### src/rtl/dmem_arbiter_pkg.sv
// Shared types and helpers for the data-memory arbiter: FSM states, port ids
// and the byte-lane merge used by read-modify-write stores.
package dmem_arb_pkg;

    typedef enum logic [2:0] {
        ST_IDLE,
        ST_RD,
        ST_RSP_LD,
        ST_WR_FULL,
        ST_RMW_MERGE,
        ST_ERR
    } state_t;

    localparam int PORT_CORE = 0;
    localparam int PORT_DMA  = 1;

    function automatic logic [31:0] merge_bytes(input logic [31:0] old_word,
                                                input logic [31:0] new_word,
                                                input logic [3:0]  be);
        logic [31:0] merged;
        for (int i = 0; i < 4; i++) begin
            merged[8*i +: 8] = be[i] ? new_word[8*i +: 8] : old_word[8*i +: 8];
        end
        return merged;
    endfunction

endpackage

### src/rtl/dmem_arbiter_if.sv
// Request/response bundle between the two requesters and the arbiter.
// Port p occupies bits [32p+31:32p] of addr/wdata and [4p+3:4p] of be.
interface dmem_arbiter_if;
    logic [1:0]  req_valid;
    logic [1:0]  req_ready;
    logic [1:0]  req_we;
    logic [63:0] req_addr;
    logic [63:0] req_wdata;
    logic [7:0]  req_be;
    logic [1:0]  rsp_valid;
    logic [31:0] rsp_rdata;
    logic        rsp_err;

    modport master (
        output req_valid, req_we, req_addr, req_wdata, req_be,
        input  req_ready, rsp_valid, rsp_rdata, rsp_err
    );

    modport slave (
        input  req_valid, req_we, req_addr, req_wdata, req_be,
        output req_ready, rsp_valid, rsp_rdata, rsp_err
    );
endinterface

### src/rtl/dmem_arbiter_rr_arb2.sv
// Two-way arbiter: round-robin on contention, or core-always-wins when
// FIXED_PRIO is set. The last-grant flop favours the core out of reset.
module rr_arb2
    import dmem_arb_pkg::*;
#(
    parameter bit FIXED_PRIO = 1'b0
) (
    input  logic       clk,
    input  logic       rst,
    input  logic [1:0] req,
    input  logic       en,
    input  logic       update,
    output logic [1:0] grant
);
    logic last_dma;

    always_comb begin
        grant = 2'b00;
        if (en) begin
            if (req == 2'b11) begin
                if (FIXED_PRIO || last_dma) grant[PORT_CORE] = 1'b1;
                else                        grant[PORT_DMA]  = 1'b1;
            end else begin
                grant = req;
            end
        end
    end

    always_ff @(posedge clk) begin
        if (!rst)                          last_dma <= 1'b1;
        else if (update && grant != 2'b00) last_dma <= grant[PORT_DMA];
    end
endmodule

### src/rtl/dmem_arbiter.sv
// Data-memory sequencer shared by the core LSU (port 0) and DMA (port 1);
// partial-byte stores become read-modify-write on the word-only BRAM.
//
// state     | meaning
// IDLE      | ready to grant a request
// RD        | memory read issued (load, or first half of an RMW store)
// RSP_LD    | read data returned to the requester
// WR_FULL   | whole-word store (be==0 responds without writing)
// RMW_MERGE | merged word written back
// ERR       | out-of-range address reported
module dmem_arbiter
    import dmem_arb_pkg::*;
#(
    parameter int ADDR_SIZE  = 7,
    parameter bit FIXED_PRIO = 1'b0
) (
    input  logic                 clk,
    input  logic                 rst,
    dmem_arbiter_if.slave        bus,
    output logic [31:0]          mem_read_addr,
    output logic [31:0]          mem_write_addr,
    output logic [31:0]          mem_write_data,
    output logic                 mem_write_enable,
    input  logic [31:0]          mem_read_data
);
    state_t      state, state_nxt;
    logic        idle;
    logic [1:0]  grant;
    logic        accept;
    logic        gnt_dma;
    logic        sel_we;
    logic [31:0] sel_addr;
    logic [31:0] sel_wdata;
    logic [3:0]  sel_be;
    logic        sel_in_range;
    logic        lat_we;
    logic        lat_port;
    logic [31:0] lat_addr;
    logic [31:0] lat_wdata;
    logic [3:0]  lat_be;

    assign idle = rst && (state == ST_IDLE);

    rr_arb2 #(.FIXED_PRIO(FIXED_PRIO)) u_arb (
        .clk    (clk),
        .rst    (rst),
        .req    (bus.req_valid),
        .en     (idle),
        .update (idle),
        .grant  (grant)
    );

    assign bus.req_ready = grant;
    assign accept        = |grant;
    assign gnt_dma       = grant[PORT_DMA];
    assign sel_we        = bus.req_we[gnt_dma];
    assign sel_addr      = gnt_dma ? bus.req_addr[63:32]  : bus.req_addr[31:0];
    assign sel_wdata     = gnt_dma ? bus.req_wdata[63:32] : bus.req_wdata[31:0];
    assign sel_be        = gnt_dma ? bus.req_be[7:4]      : bus.req_be[3:0];
    assign sel_in_range  = (sel_addr >> (ADDR_SIZE + 1)) == 32'd0;

    always_ff @(posedge clk) begin
        if (!rst) begin
            state     <= ST_IDLE;
            lat_we    <= 1'b0;
            lat_port  <= 1'b0;
            lat_addr  <= 32'd0;
            lat_wdata <= 32'd0;
            lat_be    <= 4'd0;
        end else begin
            state <= state_nxt;
            if (accept) begin
                lat_we    <= sel_we;
                lat_port  <= gnt_dma;
                lat_addr  <= {sel_addr[31:2], 2'b00};
                lat_wdata <= sel_wdata;
                lat_be    <= sel_be;
            end
        end
    end

    always_comb begin
        state_nxt = state;
        unique case (state)
            ST_IDLE: begin
                if (accept) begin
                    if (!sel_in_range)                           state_nxt = ST_ERR;
                    else if (!sel_we)                            state_nxt = ST_RD;
                    else if (sel_be == 4'hF || sel_be == 4'h0)   state_nxt = ST_WR_FULL;
                    else                                         state_nxt = ST_RD;
                end
            end
            // The arbiter is disabled outside IDLE, so an RMW cannot be split.
            ST_RD:   state_nxt = lat_we ? ST_RMW_MERGE : ST_RSP_LD;
            default: state_nxt = ST_IDLE;
        endcase
    end

    always_comb begin
        bus.rsp_valid    = 2'b00;
        bus.rsp_rdata    = 32'd0;
        bus.rsp_err      = 1'b0;
        mem_write_enable = 1'b0;
        mem_write_data   = lat_wdata;
        if (rst) begin
            unique case (state)
                ST_RSP_LD: begin
                    bus.rsp_valid[lat_port] = 1'b1;
                    bus.rsp_rdata           = mem_read_data;
                end
                ST_WR_FULL: begin
                    bus.rsp_valid[lat_port] = 1'b1;
                    mem_write_enable        = (lat_be != 4'h0);
                end
                ST_RMW_MERGE: begin
                    bus.rsp_valid[lat_port] = 1'b1;
                    mem_write_enable        = 1'b1;
                    mem_write_data          = merge_bytes(mem_read_data, lat_wdata, lat_be);
                end
                ST_ERR: begin
                    bus.rsp_valid[lat_port] = 1'b1;
                    bus.rsp_err             = 1'b1;
                end
                default: ;
            endcase
        end
    end

    assign mem_read_addr  = lat_addr;
    assign mem_write_addr = lat_addr;
endmodule

### src/flat_wrapper.sv
// flat-port wrapper written by rule: the top's interface ports become plain ports
module dmem_arbiter_flat import dmem_arb_pkg::*;
#(
    parameter int ADDR_SIZE  = 7,
    parameter bit FIXED_PRIO = 1'b0
)
  (clk, rst, mem_read_addr, mem_write_addr, mem_write_data, mem_write_enable, mem_read_data, bus_req_valid, bus_req_we, bus_req_addr, bus_req_wdata, bus_req_be, bus_req_ready, bus_rsp_valid, bus_rsp_rdata, bus_rsp_err);
  dmem_arbiter_if bus_i ();
  input  logic clk;
  input  logic rst;
  output logic [31:0] mem_read_addr;
  output logic [31:0] mem_write_addr;
  output logic [31:0] mem_write_data;
  output logic mem_write_enable;
  input  logic [31:0] mem_read_data;
  input wire logic [$bits(bus_i.req_valid)-1:0] bus_req_valid;
  input wire logic [$bits(bus_i.req_we)-1:0] bus_req_we;
  input wire logic [$bits(bus_i.req_addr)-1:0] bus_req_addr;
  input wire logic [$bits(bus_i.req_wdata)-1:0] bus_req_wdata;
  input wire logic [$bits(bus_i.req_be)-1:0] bus_req_be;
  output wire logic [$bits(bus_i.req_ready)-1:0] bus_req_ready;
  output wire logic [$bits(bus_i.rsp_valid)-1:0] bus_rsp_valid;
  output wire logic [$bits(bus_i.rsp_rdata)-1:0] bus_rsp_rdata;
  output wire logic [$bits(bus_i.rsp_err)-1:0] bus_rsp_err;
  assign bus_i.req_valid = bus_req_valid;
  assign bus_i.req_we = bus_req_we;
  assign bus_i.req_addr = bus_req_addr;
  assign bus_i.req_wdata = bus_req_wdata;
  assign bus_i.req_be = bus_req_be;
  assign bus_req_ready = bus_i.req_ready;
  assign bus_rsp_valid = bus_i.rsp_valid;
  assign bus_rsp_rdata = bus_i.rsp_rdata;
  assign bus_rsp_err = bus_i.rsp_err;
  dmem_arbiter #(.ADDR_SIZE(ADDR_SIZE), .FIXED_PRIO(FIXED_PRIO)) u_core (.clk(clk), .rst(rst), .bus(bus_i), .mem_read_addr(mem_read_addr), .mem_write_addr(mem_write_addr), .mem_write_data(mem_write_data), .mem_write_enable(mem_write_enable), .mem_read_data(mem_read_data));
endmodule
### config.mk
export PLATFORM = sky130hd
export DESIGN_NAME = dmem_arbiter_flat
export DESIGN_NICKNAME = d
export VERILOG_FILES = /design/src/rtl/dmem_arbiter_pkg.sv /design/src/rtl/dmem_arbiter_if.sv /design/src/rtl/dmem_arbiter_rr_arb2.sv /design/src/rtl/dmem_arbiter.sv /design/src/flat_wrapper.sv
export SDC_FILE = /design/constraint.sdc
export NUM_CORES = 1
export LEC_CHECK = 0
export CAP_MARGIN = 25
export CORE_AREA = 2 2 119 121
export CTS_CLUSTER_SIZE = 16
export DETAILED_ROUTE_END_ITERATION = 7
export DIE_AREA = 0 0 121 123
export GPL_TIMING_DRIVEN = 0
export HOLD_SLACK_MARGIN = 0.02
export PLACE_DENSITY = 0.85
export SYNTH_ARGS = -nofsm -noshare
export SYNTH_HDL_FRONTEND = slang
export SYNTH_HIERARCHICAL = 1
export SYNTH_SLANG_ARGS = --single-unit
export TNS_END_PERCENT = 100
### constraint.sdc
create_clock -name clk -period 3.48 [get_ports clk]
set_input_delay 0.522 -clock clk [delete_from_list [all_inputs] [get_ports clk]]
set_output_delay 0.522 -clock clk [all_outputs]
set_load 0.01 [all_outputs]
==> flow_summary.toml <==
[job]
cap_violations = 0

[global_routing]
grt_max_degree = 12
grt_pass1_vias = 4907
antenna_found_initial = 0
grt_usage = 0.222
grt_pass1_wl_um = 25600
gr-total-overflow = 0

[timing]
period_share = 0.976
fin_ws_ns = 0.0849
hold_viol = 0
layout_min_cycle_time_ns = 3.40
tightest_slew_ns = 0.795
rsz0062_at_grt = "false"
setup-violations-final = 0
slew_headroom = 0.470
drv_slew = 0
whs_ns = 0.458
skew_ns = 0.00812
fmax_mhz = 295

[pwr]
p_leak_nw = 3.18
ir_worst_vdd_uv = 209
p_per_area_nw_per_um2 = 350

[setup_path]
crit_buf_inv = 4
slowest_delay_ns = 0.50
crit_family = "buffers and inverters"
critPathLaunchType = "input port"
critPathMostFrequentCell = "clkdlybuf4s50_1"
worstSetupPathDepth = 8
critPathMaxFanout = 10
r2r_cells = 9
crit_chain = "clkdlybuf4s50_1 > buf_2 > nor2b_1 > nand3b_1 > buf_4 > nor2_4 > mux2_2 > clkdlybuf4s50_1"
cp-end-kind = "primary output"
required_ns = 2.96
path_class = "input port to primary output"
slowest_stage = "clkdlybuf4s50_1"
cp.arrival_ns = 2.87

[drt]
vias = 4937
wire_per_inst_um = 16.5
drt_iter0_markers = 210
dr.pass1.iters = 4
post-route-drc-count = 0
routed_via_density = 4.76
wirelength_um = 17100
drtAntennaViolNets = 0

[hold_path]
hold_path_depth = 1
worstHoldPathType = "register to register"

[synth]
yosysMostFrequentCell = "and2_1"
yosysSeqAreaShare = 0.319
yosysTopAreaCellShare = 0.319
yosys-top-cells-count = "and2_1, dfxtp_1, mux2i_1, nand2_1, o21ai_0"
synthDistinctLibCells = 36
yosys.area.top_type = "dfxtp_1"
synthArstFlopShare = 0
synth_area_um2 = 4520
synth_ff_type = "dfxtp_1"
ys_top_cells_by_area = "dfxtp_1, mux2i_1, and2_1"
yosysWarnings = 6
synth-edff-count = 0
syn-instance-count = 536
synth.ff_latch_count = 72
syn_area_per_cell_um2 = 8.43

[clock_network]
clock-sinks = 72
clk_pin_slew_ns = 0.06
cts_tree = "done"
clock_path_buffers = 2
root_buffer = "clkbuf_16"
cts_inserted_buffers = 9
worstSkewPairLatency_ns = 0.33
h-tree-depth = 3

[die]
die-area_um2 = 14900
placementRows = 43
start_util = 0.332
coreArea_um2 = 13600
die_w_um = 121
ioPinCount = 308
die_y_um = 123

[run_status]
outcome = "complete, no violations"

[cells_and_area]
area_growth_pct = 81.3
diodes = 0
drive_gt1_frac = 0.135
fin_nets = 1027

[place]
port_buffers = 299
post-place-ws_ns = -1.11
dpl.hpwl_um = 13500
gp_congestion = 0.822
-- stage by stage --
| stage | power (mW) | setup TNS (ns) | util | instance area [µm²] | std cells |
|---|---|---|---|---|---|
| 6_report | 2.86 | 0 | 0.602 | 8190 | 1038 |
| 5_1_grt | 3.01 | 0 | 0.602 | 8190 | 1038 |
| 4_1_cts | 2.89 | 0 | 0.599 | 8160 | 1037 |
| 3_5_place_dp | 1.87 | -76.70 | 0.569 | 7750 | 1018 |
| 3_3_place_gp | 1.86 | -80.37 | 0.569 | 7750 | 1018 |
| 2_1_floorplan | 1.36 | 0 | - | 4530 | 539 |
-- layer usage --
layer,global-route usage,share of wire,vias up
met1,0.249,0.39,2249
li1,-,-,2432
met5,0,0,-
met4,0.0545,0.013,0
met2,0.409,0.50,240
met3,0.0669,0.093,16
-- flip-flops by register name, indices dropped and copies added (netlist names) --
| name | cells |
|---|---|
| u_core/lat_be | 4 |
| u_core/lat_port | 1 |
| u_core/lat_wdata | 32 |
| u_core/lat_we | 1 |
| u_core/mem_read_addr | 30 |
| u_core/state | 3 |
| u_core/u_arb/last_dma | 1 |
-- path summary, 6_finish.rpt --
check,start,to,slack (ns)
max,rst,mem_write_data[9],0.08
min,u_core/lat_we$_SDFFE_PN0P_,u_core/state[1]$_SDFFE_PN0P_,0.46
max reg2reg,u_core/state[2]$_SDFFE_PN0P_,u_core/lat_wdata[4]$_SDFFE_PN0P_,0.73
min reg2reg,u_core/lat_we$_SDFFE_PN0P_,u_core/state[1]$_SDFFE_PN0P_,0.46
-- power breakdown --
group / switching, mW / total [mW] / internal, mW
Combinational: 0.349 / 0.920 / 0.572
Clock: 0.342 / 0.989 / 0.647
Sequential: 0.0564 / 0.954 / 0.898
-- cell usage in the layout, fill, tap and decap left out, types with 3 or more instances in the layout --
cell type	instances
nand2b_1	8
dfxtp_1	72
and2_1	93
inv_1	3
or4_1	5
mux2i_1	65
nand2_1	65
conb_1	4
a21oi_1	3
mux2_2	38
nor2_4	4
clkdlybuf4s50_1	299
clkbuf_16	9
buf_1	3
clkbuf_1	19
buf_4	36
nor2_1	10
o21ai_0	63
nor4_1	7
o211a_1	6
clkbuf_2	8
buf_2	8
-- kinds of logic (layout without fill, tap and decap cells) --
logic type / after synthesis / after routing / synth area share
flops: 72 / 72 / 0.319
mux: 103 / 103 / 0.239
compound gates: 81 / 81 / 0.101
other cells: 1 / 4 / 0.000830
xor+xnor: 1 / 1 / 0.00194
simple gates: 205 / 205 / 0.246
buf+inv: 73 / 392 / 0.0928
-- area by class of cell --
class | instances | area, µm²
Buffer | 70 | 418
Clock buffer | 13 | 250
Clock inverter | 3 | 65.1
Multi-Input combinational cell | 394 | 2730
Timing Repair Buffer | 303 | 3050
Fill cell | 1217 | 5420
Sequential cell | 72 | 1440
Inverter | 3 | 11.3
Tap cell | 180 | 225
-- repair_timing --
action                                  in CTS  in global routing
endpoints found under the setup margin     135                 30
setup buffers                                3                  1
gates resized for setup                     15                  6
hold buffers                                 0                  0
pin swaps                                    1                  1
Note: power is estimated with default switching activity, not from simulation.
